$ cat src/rtl/pe_program_loader.sv
// -----------------------------------------------------------------------------
// pe_program_loader
//
// Upstream programming stage for the PE mesh. A pass is opened with prog_start
// (prog_count records long). Each accepted configuration record becomes a
// one-cycle load strobe to the addressed PE. The instruction and data of the
// record are broadcast to every PE on the same cycle. Once the last record has
// been issued, the loader waits a settle window and then releases the mesh
// into compute (mesh_run).
//
// Ports
//   clk              in   1       rising-edge clock
//   reset            in   1       asynchronous, active-low reset
//   prog_start       in   1       request a new programming pass
//   prog_count       in   8       records in the pass, sampled with prog_start
//   cfg_valid        in   1       record valid
//   cfg_ready        out  1       record accepted this cycle (state == LOAD)
//   cfg_pe_id        in   ID_W    target PE index
//   cfg_instruction  in   4       PE instruction word
//   cfg_data         in   32      PE internal data value
//   pe_load          out  NUM_PE  one-hot load strobe, bit i loads PE i
//   pe_instruction   out  4       broadcast instruction
//   pe_data          out  32      broadcast internal data
//   mesh_run         out  1       mesh configured and computing
//   prog_busy        out  1       high in LOAD or SETTLE
//   prog_done        out  1       one-cycle pulse on entry to RUN
//   id_error         out  1       sticky: a record addressed a PE >= NUM_PE
//
// State table
//   state    | meaning
//   ---------+--------------------------------------------------------------
//   S_IDLE   | after reset, waiting for the first prog_start
//   S_LOAD   | accepting records, cfg_ready high, remaining counts down
//   S_SETTLE | settle window after the last record, settle_cnt counts down
//   S_RUN    | mesh released, mesh_run high, a new prog_start reprograms
// -----------------------------------------------------------------------------
module pe_program_loader #(
  parameter int NUM_PE        = 16,
  parameter int ID_W          = $clog2(NUM_PE),
  parameter int SETTLE_CYCLES = 2
) (
  input  logic              clk,
  input  logic              reset,
  input  logic              prog_start,
  input  logic [7:0]        prog_count,
  input  logic              cfg_valid,
  output logic              cfg_ready,
  input  logic [ID_W-1:0]   cfg_pe_id,
  input  logic [3:0]        cfg_instruction,
  input  logic [31:0]       cfg_data,
  output logic [NUM_PE-1:0] pe_load,
  output logic [3:0]        pe_instruction,
  output logic [31:0]       pe_data,
  output logic              mesh_run,
  output logic              prog_busy,
  output logic              prog_done,
  output logic              id_error
);

  // Settle counter is loaded with SETTLE_CYCLES-1 and runs down to zero.
  localparam int SW = (SETTLE_CYCLES < 2) ? 1 : $clog2(SETTLE_CYCLES);

  typedef enum logic [1:0] {
    S_IDLE   = 2'd0,
    S_LOAD   = 2'd1,
    S_SETTLE = 2'd2,
    S_RUN    = 2'd3
  } state_t;

  state_t state, state_nxt;

  logic [7:0]  remaining, remaining_nxt;
  logic [SW-1:0] settle_cnt, settle_cnt_nxt;

  logic handshake;
  logic start_ok;
  logic id_bad;

  logic [NUM_PE-1:0] pe_load_nxt;
  logic [3:0]        pe_instruction_nxt;
  logic [31:0]       pe_data_nxt;
  logic              mesh_run_nxt;
  logic              prog_busy_nxt;
  logic              prog_done_nxt;
  logic              id_error_nxt;

  // cfg_ready is the only combinational output.
  assign cfg_ready = (state == S_LOAD);
  assign handshake = cfg_valid & cfg_ready;

  // A start request is honoured only from IDLE or RUN and only for a
  // non-empty pass; otherwise it is dropped without any side effect.
  assign start_ok = prog_start && (prog_count != 8'd0) &&
                    ((state == S_IDLE) || (state == S_RUN));

  assign id_bad = (int'(cfg_pe_id) >= NUM_PE);

  // ---------------------------------------------------------------------------
  // State and counter registers
  // ---------------------------------------------------------------------------
  always_ff @(posedge clk or negedge reset) begin
    if (!reset) begin
      state      <= S_IDLE;
      remaining  <= 8'd0;
      settle_cnt <= '0;
    end else begin
      state      <= state_nxt;
      remaining  <= remaining_nxt;
      settle_cnt <= settle_cnt_nxt;
    end
  end

  // ---------------------------------------------------------------------------
  // Next-state logic
  // ---------------------------------------------------------------------------
  always_comb begin
    state_nxt      = state;
    remaining_nxt  = remaining;
    settle_cnt_nxt = settle_cnt;

    case (state)
      S_IDLE, S_RUN: begin
        if (start_ok) begin
          state_nxt     = S_LOAD;
          remaining_nxt = prog_count;
        end
      end

      S_LOAD: begin
        if (handshake) begin
          remaining_nxt = remaining - 8'd1;
          // The record that empties the pass opens the settle window; its
          // load pulse lands in the first SETTLE cycle.
          if (remaining == 8'd1) begin
            state_nxt      = S_SETTLE;
            settle_cnt_nxt = SW'(SETTLE_CYCLES - 1);
          end
        end
      end

      S_SETTLE: begin
        if (settle_cnt == '0) begin
          state_nxt = S_RUN;
        end else begin
          settle_cnt_nxt = settle_cnt - SW'(1);
        end
      end

      default: begin
        state_nxt = S_IDLE;
      end
    endcase
  end

  // ---------------------------------------------------------------------------
  // Output logic: next values of the registered outputs
  // ---------------------------------------------------------------------------
  always_comb begin
    pe_load_nxt        = '0;
    pe_instruction_nxt = pe_instruction;
    pe_data_nxt        = pe_data;
    id_error_nxt       = id_error;

    for (int i = 0; i < NUM_PE; i++) begin
      pe_load_nxt[i] = handshake && !id_bad && (int'(cfg_pe_id) == i);
    end

    // Broadcast lines follow every accepted record, including ones with an
    // out-of-range id; they hold between loads.
    if (handshake) begin
      pe_instruction_nxt = cfg_instruction;
      pe_data_nxt        = cfg_data;
      if (id_bad) begin
        id_error_nxt = 1'b1;
      end
    end

    if (start_ok) begin
      id_error_nxt = 1'b0;
    end

    mesh_run_nxt  = (state_nxt == S_RUN);
    prog_busy_nxt = (state_nxt == S_LOAD) || (state_nxt == S_SETTLE);
    prog_done_nxt = (state_nxt == S_RUN) && (state != S_RUN);
  end

  always_ff @(posedge clk or negedge reset) begin
    if (!reset) begin
      pe_load        <= '0;
      pe_instruction <= 4'd0;
      pe_data        <= 32'd0;
      mesh_run       <= 1'b0;
      prog_busy      <= 1'b0;
      prog_done      <= 1'b0;
      id_error       <= 1'b0;
    end else begin
      pe_load        <= pe_load_nxt;
      pe_instruction <= pe_instruction_nxt;
      pe_data        <= pe_data_nxt;
      mesh_run       <= mesh_run_nxt;
      prog_busy      <= prog_busy_nxt;
      prog_done      <= prog_done_nxt;
      id_error       <= id_error_nxt;
    end
  end

endmodule

$ cat config.mk
export PLATFORM = sky130hd
export DESIGN_NAME = pe_program_loader
export DESIGN_NICKNAME = d
export VERILOG_FILES = /design/src/rtl/pe_program_loader.sv
export SDC_FILE = /design/constraint.sdc
export NUM_CORES = 1
export LEC_CHECK = 0
export ABC_AREA = 0
export CAP_MARGIN = 20
export CELL_PAD_IN_SITES_DETAIL_PLACEMENT = 2
export CELL_PAD_IN_SITES_GLOBAL_PLACEMENT = 2
export CORE_ASPECT_RATIO = 0.75
export CORE_UTILIZATION = 27
export DETAILED_ROUTE_END_ITERATION = 10
export PLACE_DENSITY = 0.76
export SLEW_MARGIN = 10
export SYNTH_ARGS = -nofsm -noshare
export SYNTH_HDL_FRONTEND = slang
export SYNTH_SLANG_ARGS = --single-unit
$ cat constraint.sdc
create_clock -name clk -period 2.65 [get_ports clk]
set_clock_uncertainty 0.15 [all_clocks]
set_input_delay 0.53 -clock clk [delete_from_list [all_inputs] [get_ports clk]]
set_output_delay 0.53 -clock clk [all_outputs]
set_load 0.02 [all_outputs]
==> results by stage, run 1 <==
Route:
- For this run, design rule violations remaining after detail routing come to 0.
- For this block, the initial DRC count from the detailed router was about 70.
- For this block, the via count after detailed routing is between 2k and 2.5k.
- The post-detailed-route count of antenna-violating nets is 0.
- The length of the first detailed-routing pass in iterations is 4.
- Detailed routing placed a total of 468 um of wire on met3.
- After detailed routing, the number of vias per cell comes to 4.62.
- The total met2 wirelength after detailed routing is 3840 um.
- The post-detailed-route wirelength per cell is 17.3 um.
- The final layout contains routed wiring with a total length of approximately 8200 um.
- The topmost layer with routed signal wires is met4.
- The sum of routed wire segments on met1 is 3790 um.

STA:
- Setup repair after global routing left no endpoint under its margin.
- The normalized max-slew margin is 0.580.
- The slew at the pin closest to its max-slew limit is 0.624 ns.
- The top achievable clock speed is 0.405 GHz.
- The post-route minimum period is 2.47 ns.
- Setup violations remaining at the end of the flow were counted as 0.
- The count of endpoints failing hold in the final timing report is 0.
- In the finished design, the share of the clock period the worst path needs comes to 0.931.
- The number of max-slew violations in the final report was 0.
- The final-layout setup total negative slack is 0 ns.

Final layout:
- The area added between synthesis and finish is 59.3%.
- In the final design database the tool counted between 300 and 400 nets.
- 0 antenna diodes ended up in the layout.
- The final instance area is 4380 um2.
- The proportion of layout cells with a drive suffix above 1 is 0.199.

Logic synthesis:
- The async set or reset register ratio after synthesis is 1.00.
- Of the total synthesized cell area, the portion taken by XOR and XNOR cells is 0.
- The number of unique standard cell types used by synthesis is 37.
- The most instantiated library cell after synthesis is sky130_fd_sc_hd__dfrtp_1.
- The net count after synthesis is 277.
- The biggest area contributor in the post-synthesis netlist is sky130_fd_sc_hd__dfrtp_1.
- Of the total synthesized cell area, the portion taken by full adders, half adders and majority gates is 0.0318.
- The synthesized instance count is 218.
- Yosys printed 0 warnings.
- By count the netlist is led by 66 x sky130_fd_sc_hd__dfrtp_1, 36 x sky130_fd_sc_hd__mux2_2, 18 x sky130_fd_sc_hd__nor2_1.
- In this run the mean area of a mapped cell was 12.6 um2.
- The area share of the largest cell type after synthesis is 0.600.
- By area, the combinational part of the netlist is dominated by multiplexers.
- By area the synthesized netlist is led by sky130_fd_sc_hd__dfrtp_1 60%, sky130_fd_sc_hd__mux2_2 15%, sky130_fd_sc_hd__ha_1 3.2%.
- The portion of synthesized area spent on multiplexers is 0.147.
- The synthesized design contains 0 enable-type register cells.
- The post-synthesis instance area is 2750 um2.
- The compound-cell area share of the yosys netlist is 0.0855.
- The most used flip-flop cell after synthesis is sky130_fd_sc_hd__dfrtp_1.
- The flip-flop and latch count after synthesis is 66.
- The share of the Yosys chip area taken by registers is 0.600.
- The simple-gate share of the synthesized area is 0.107.

Clocking:
- The master cell of the clock root buffer is sky130_fd_sc_hd__clkbuf_16.
- Buffers inserted during clock tree synthesis total 9.
- Post-CTS timing repair inserted 0 buffers for setup.
- Clock tree synthesis found a total of 66 sinks.
- The CTS tree is yes.
- After clock tree synthesis, the clock-pin slew on the worst setup and hold paths is 0.06 ns.
- The clock reaches the later pin of the worst-skew pair after 0.33 ns.
- The H-tree generated during clock tree synthesis spans 3 levels.
- The maximum clock insertion buffer count is 2.

Placement:
- The placer congestion estimate is 0.789.
- The total placed instance area is 4030 um2.
- The half-perimeter wire length of the detailed placement result is 6070 um.
- During placement, the flow inserted port buffers numbering 107.

Global routing:
- The largest net degree at the start of global routing is 40.
- The total overflow left after global routing is 0.
- The first-pass GRT wire length is between 10000 and 15000 um.
- The overall routing resource usage is 0.166.
- The via count of the first global-routing pass is 2348.
- The initial antenna violation count is 0.

Worst setup path:
- The highest fanout seen on the critical path is 8.
- The worst path required time is 1.97 ns.
- The critical path is of the reg -> out type.
- The signal arrival time at the worst endpoint is 1.79 ns.
- STA classifies the critical path endpoint as an output port.
- For flop-to-flop paths, the worst setup slack is 0.40 ns.
- The number of cells on the worst reg-to-reg path is 6.
- The nature of the critical path startpoint is a register.
- The critical register-to-register path startpoint is remaining[4].
- The worst register-to-register path ends at prog_done.

Floorplanning:
- The standard cell core area is 9770 um2.
- In this run the count of I/O pins placed on the die edge is 109.
- Measured along the y axis, the die boundary spans 89.4 um.
- The die extent in x is 119 um.
- The initial utilization of the core area, before any placement, comes to 0.281.
- The floorplan has 31 rows.
- The die area is 10600 um2.

Power:
- The largest vdd supply drop is about 0.40 mV.
- The leakage power is 1.84 nW.
- Dividing total power by cell area gives a power density of between 1000 and 1500 nW/um2.

Run:
- The max-capacitance violation count is 0.

Worst hold path:
- The number of stages on the worst hold path is 1.
- The worst hold path startpoint is pe_data[3].
- The capture endpoint of the worst hold path is pe_data[3].
- The class of the worst hold path is reg -> reg.

Run status:
- The flow ran to the end, and the final reports show no timing, DRC or antenna violations.
registers in the layout, indices dropped and copies added, names as in the netlist:
signal / count
pe_data: 32
pe_load: 16
remaining: 8
pe_instruction: 4
state: 2
mesh_run: 1
prog_busy: 1
prog_done: 1
settle_cnt: 1
stage by stage:
stage / instances / total power, mW / hold WS [ns] / util / setup WS (ns)
after floorplan: 218 / 2.70 / 0.0844 / - / 0.351
after global routing: 473 / 5.35 / 0.372 / 0.448 / 0.0966
after detailed placement: 456 / 3.73 / 0.231 / 0.412 / 0.0347
after CTS: 473 / 5.15 / 0.357 / 0.448 / 0.0622
after global placement: 456 / 3.64 / 0.228 / 0.412 / 0.235
final: 473 / 5.08 / 0.353 / 0.448 / 0.183
layout by cell type, fill, tap and decap left out, types with 6 or more instances in the layout:
cell type and n:
sky130_fd_sc_hd__nor3_1 7, sky130_fd_sc_hd__clkdlybuf4s50_1 106, sky130_fd_sc_hd__ha_1 6, sky130_fd_sc_hd__dfrtp_1 66
sky130_fd_sc_hd__clkbuf_16 9, sky130_fd_sc_hd__inv_1 8, sky130_fd_sc_hd__nor2_1 18, sky130_fd_sc_hd__nand2_1 6
sky130_fd_sc_hd__mux2_2 36, sky130_fd_sc_hd__buf_4 6, sky130_fd_sc_hd__a21oi_1 8, sky130_fd_sc_hd__o21ai_0 8
how the worst max path moves through the flow:
stage | startpoint | end | depth (start not counted)
floorplan | state[1] | prog_busy | 8
finish | state[1] | cfg_ready | 3
global route | state[1] | cfg_ready | 3
detailed placement | prog_count[2] | remaining[3] | 5
CTS | state[1] | cfg_ready | 3
global placement | prog_count[2] | prog_done | 7
per-layer routing:
layer	global-route usage	vias up
li1	-	1009
met1	0.205	1099
met2	0.274	67
met3	0.0612	8
met4	0.0449	0
met5	0	-
power by group:
part           total, mW  switching (mW)  internal (mW)
sequential          1.62           0.241           1.38
combinational       2.08            1.03           1.05
clock               1.38           0.454          0.922
total               5.08            1.73           3.35
cells by family after synthesis:
| logic type | Yosys count |
|---|---|
| DFF | 66 |
| and+or+nand+nor | 56 |
| muxes | 36 |
| AOI/OAI and AO/OA | 35 |
| buffers and inverters | 17 |
| adders and majority gates | 7 |
| other | 1 |
critical path, cell delays in order (launching register included):
cell,delay (ns)
sky130_fd_sc_hd__dfrtp_1,0.46
sky130_fd_sc_hd__inv_1,0.09
sky130_fd_sc_hd__ha_2,0.26
sky130_fd_sc_hd__clkdlybuf4s50_1,0.63
cell type report:
cell class / count / area, um2
clock buffer: 10 / 229
clock inverter: 6 / 114
fill: 1009 / 5390
inverter: 8 / 30.0
multi-input combinational: 135 / 1030
sequential: 66 / 1650
tap: 132 / 165
timing repair buffer: 116 / 1160
repair_timing:
action | in CTS | in global routing
gates resized for setup | 0 | 1
setup endpoints to repair | 0 | 1
endpoints found under the hold margin | 5 | 0
hold buffers | 1 | 0
No activity file was read; power rests on OpenSTA's default activity.
==> run 2: changes to the inputs <==
--- a/config.mk
+++ b/config.mk
@@ -10,9 +10,11 @@
 export CELL_PAD_IN_SITES_DETAIL_PLACEMENT = 2
 export CELL_PAD_IN_SITES_GLOBAL_PLACEMENT = 2
 export CORE_ASPECT_RATIO = 0.75
+export CORE_MARGIN = 4
 export CORE_UTILIZATION = 27
 export DETAILED_ROUTE_END_ITERATION = 10
 export PLACE_DENSITY = 0.76
+export RECOVER_POWER = 50
 export SLEW_MARGIN = 10
 export SYNTH_ARGS = -nofsm -noshare
 export SYNTH_HDL_FRONTEND = slang
==> run 2 against run 1 <==
  * The run now ends with max-capacitance violations, max-slew violations left
  * Combinational power hardly changed
  * Clock power is 16% lower
  * Wire length increased by 4.1%
  * Global-route usage decreased by 1.2 points
  * Power fell by 4.9%
  * Register-to-register slack got worse by 0.13 ns
  * Cell count shrank 0.63%
  * Critical path type unchanged
==> results by stage, run 2 (same netlist as run 1, synthesis figures left out) <==
Power:
- The net load switching power was 1.70 mW (-1.5%).
- The internal power summed over all cells is 3.12 mW (-6.7%).
- The part of the total power dissipated in the clock network is 0.241 (-0.030).
- The combinational power share is 0.424 (+0.015).
- The share of total power consumed by net switching is 0.353 (+0.0124).
- The largest vdd supply drop is 0.419 mV (+5.6%).
- The leakage power is 1.80 nW (-2.3%).
- The areal power density over the cells is 1130 nW/um2 (-2.6%).
- The relative contribution of sequential cells to total power came to 0.335 (+0.015).
- The total power is 4.83 mW (-4.9%).

Floorplanning:
- The row count came to 31 (unchanged).
- The die extent in x is 125 um (+5.1%).
- The effective utilization at floorplan was 0.280 (-0.00111).
- The vertical die dimension was 95.4 um (+6.7%).
- The standard cell core area is 9810 um2 (+0.40%).
- The top-level port count came to 109 (unchanged).
- The die area is 11900 um2 (+12%).

Worst setup path:
- The signal arrival time at the worst endpoint is 1.73 ns (-0.06 ns).
- The worst setup path is launched from a register.
- The critical path's largest stage delay is 0.64 ns (about the same).
- The slowest stage of the critical path is the sky130_fd_sc_hd__clkdlybuf4s50_1 cell.
- The worst path required time is 1.97 ns (about the same).
- The startpoint-to-endpoint class of the critical path is reg -> out.
- The worst register-to-register path ends at prog_done.
- In this run the critical register-to-register path is launched from remaining[4].
- The highest fanout seen on the critical path is 6 (-2).
- Traced cell by cell, the critical path runs through inv_1, ha_1, clkdlybuf4s50_1.
- The number of cells traversed by the worst register-to-register path was 6 (unchanged).
- The setup slack of the worst register-to-register path is 0.27 ns (-0.13 ns).
- The critical path endpoint category is an output port.

Route:
- The via count of the routed design came to 2201 (+0.82%).
- The initial DRC count is 59 (-14%).
- The length of the first detailed-routing pass in iterations is 4 (unchanged).
- The via count normalized by instance count is 4.68 (+1.5%).
- The post-detailed-route wirelength per cell is 18.1 um (+4.8%).
- The final routed wirelength across all metal layers is 8510 um (+4.1%).
- The detailed-route DRC error count is 0 (unchanged).
- The post-detailed-route count of antenna-violating nets is 0 (unchanged).

Global routing:
- The largest net degree at the start of global routing is 37 (-7.5%).
- The overall routing resource usage is 0.154 (-0.0119).
- The initial antenna violation count was 0 (unchanged).
- The final global-route overflow total is 0 (unchanged).
- The first-pass GRT wire length was 13900 um (+7.4%).
- The via count of the first global-routing pass came to 2440 (+3.9%).

Final layout:
- The final net count came to 392 (-0.76%).
- The number of diodes added for antenna fixing came to 0 (unchanged).
- More flip-flops sit in one register than any other, and that register is pe_data.
- The proportion of layout cells with a drive suffix above 1 was 0.183 (-0.0160).
- In the layout the commonest cells are 106 x sky130_fd_sc_hd__clkdlybuf4s50_1, 66 x sky130_fd_sc_hd__dfrtp_1, 36 x sky130_fd_sc_hd__mux2_2.
- The number of flip-flops in the largest register is 32 (unchanged).
- The area added between synthesis and finish is 55.4%.
- The count of fill cells added during filler insertion came to 1001 (-0.79%).
- The largest registers in the layout are pe_data x32, pe_load x16, remaining x8.
- The final instance area is 4280 um2 (-2.4%).
- Leaving out fill and tap cells, the most frequent cell in the layout is sky130_fd_sc_hd__clkdlybuf4s50_1.

STA:
- The post-route minimum period is 2.41 ns (-0.0609 ns).
- The count of endpoints failing hold in the final timing report was 0 (unchanged).
- The final worst hold slack is 0.340 ns (-0.0126 ns).
- The count of final setup violators came to 0 (unchanged).
- Setup repair after global routing left no endpoint under its margin.
- The top achievable clock speed was 0.416 GHz (+2.5%).
- The post-route fraction of the period consumed by the critical path is 0.908 (-0.0230).
- The normalized max-slew margin is -0.0178 (-0.598).
- The final-layout setup total negative slack came to 0 ns (unchanged).
- The number of max-slew violations in the final report is 26 (+26).
- The slew at the pin closest to its max-slew limit is 1.53 ns (+0.902 ns).
- The minimum setup slack in the final design was 0.244 ns (+0.0609 ns).

Placement:
- The placer congestion estimate is 0.746 (-5.5%).
- The total of buffers placed on input and output ports was 107 (unchanged).
- The total placed instance area is 4010 um2 (-0.44%).
- The worst slack at placement is 0.0834 ns (+0.0487 ns).
- The half-perimeter wire length of the detailed placement result came to 6460 um (+6.5%).

Clocking:
- The post-cts gate resize count is 0 (unchanged).
- The clock slew at the register clock pins of the worst setup and hold paths is 0.05 ns (about the same).
- TritonCTS built the clock tree.
- The sink count of the clock tree came to 66 (unchanged).
- The number of post-CTS setup repair buffers is 0 (unchanged).
- The master cell of the clock root buffer is sky130_fd_sc_hd__clkbuf_16.
- The later-pin clock latency in the skew report is 0.33 ns (about the same).
- The number of buffers created by CTS is 9 (unchanged).
- The maximum clock insertion buffer count was 2 (unchanged).
- The number of hold buffers added after CTS came to 0 (-1).
- The maximum level of the CTS H-tree is 3 (unchanged).

Run:
- The max-capacitance violation count is 1 (+1).

Worst hold path:
- The worst hold path belongs to the class reg -> reg.
- The capture endpoint of the worst hold path is settle_cnt.
- The number of stages on the worst hold path is 1 (unchanged).
- The worst hold path startpoint is settle_cnt.

Run status:
- The checks that failed: max-capacitance violations, max-slew violations.
- The run finished, with violations left.
## run 2: power groups by stage
| stage | logic [mW] | registers [mW] | clock network (mW) |
|---|---|---|---|
| finish | 2.05 | 1.62 | 1.16 |
| global route | 2.20 | 1.68 | 1.26 |
| CTS | 2.10 | 1.63 | 1.19 |
| detailed placement | 2.09 | 1.64 | 0 |
| global placement | 2.03 | 1.61 | 0 |
| floorplan | 0.741 | 1.96 | 0 |
## run 2: metal layers
layer	global-route usage	wire length, um
met1	0.195	4000
met2	0.250	3860
met3	0.0487	523
met4	0.0547	131
met5	0	0
## run 2: through the flow
stage          std cells   util
6_report             470  0.436
5_1_grt              470  0.436
4_1_cts              470  0.438
3_5_place_dp         454  0.409
3_3_place_gp         454  0.409
2_1_floorplan        218      -
## run 2: worst max-delay path by stage
stage | cells past startpoint | slack (ns) | end | from
2_1_floorplan | 8 | 0.35 | prog_busy | state[1]
3_3_place_gp | 7 | 0.14 | prog_done | prog_count[6]
3_5_place_dp | 7 | 0.08 | prog_done | prog_count[6]
4_1_cts | 3 | 0.18 | cfg_ready | state[1]
5_1_grt | 6 | 0.04 | prog_done | remaining[4]
6_report | 3 | 0.24 | cfg_ready | state[1]
## run 2: cell type report
class	count	area [um2]	area share
Sequential cell	66	1650	0.386
Timing Repair Buffer	113	1120	0.261
Multi-Input combinational cell	135	1030	0.240
Clock buffer	10	229	0.0536
Tap cell	132	165	0.0386
Clock inverter	6	57.6	0.0135
Inverter	8	30.0	0.00702
## run 2: critical path: cells and delay by family, from the launching register on
family                     cells  cell delay, ns
adders and majority gates      1            0.24
DFF                            1            0.44
buffers and inverters          2            0.72
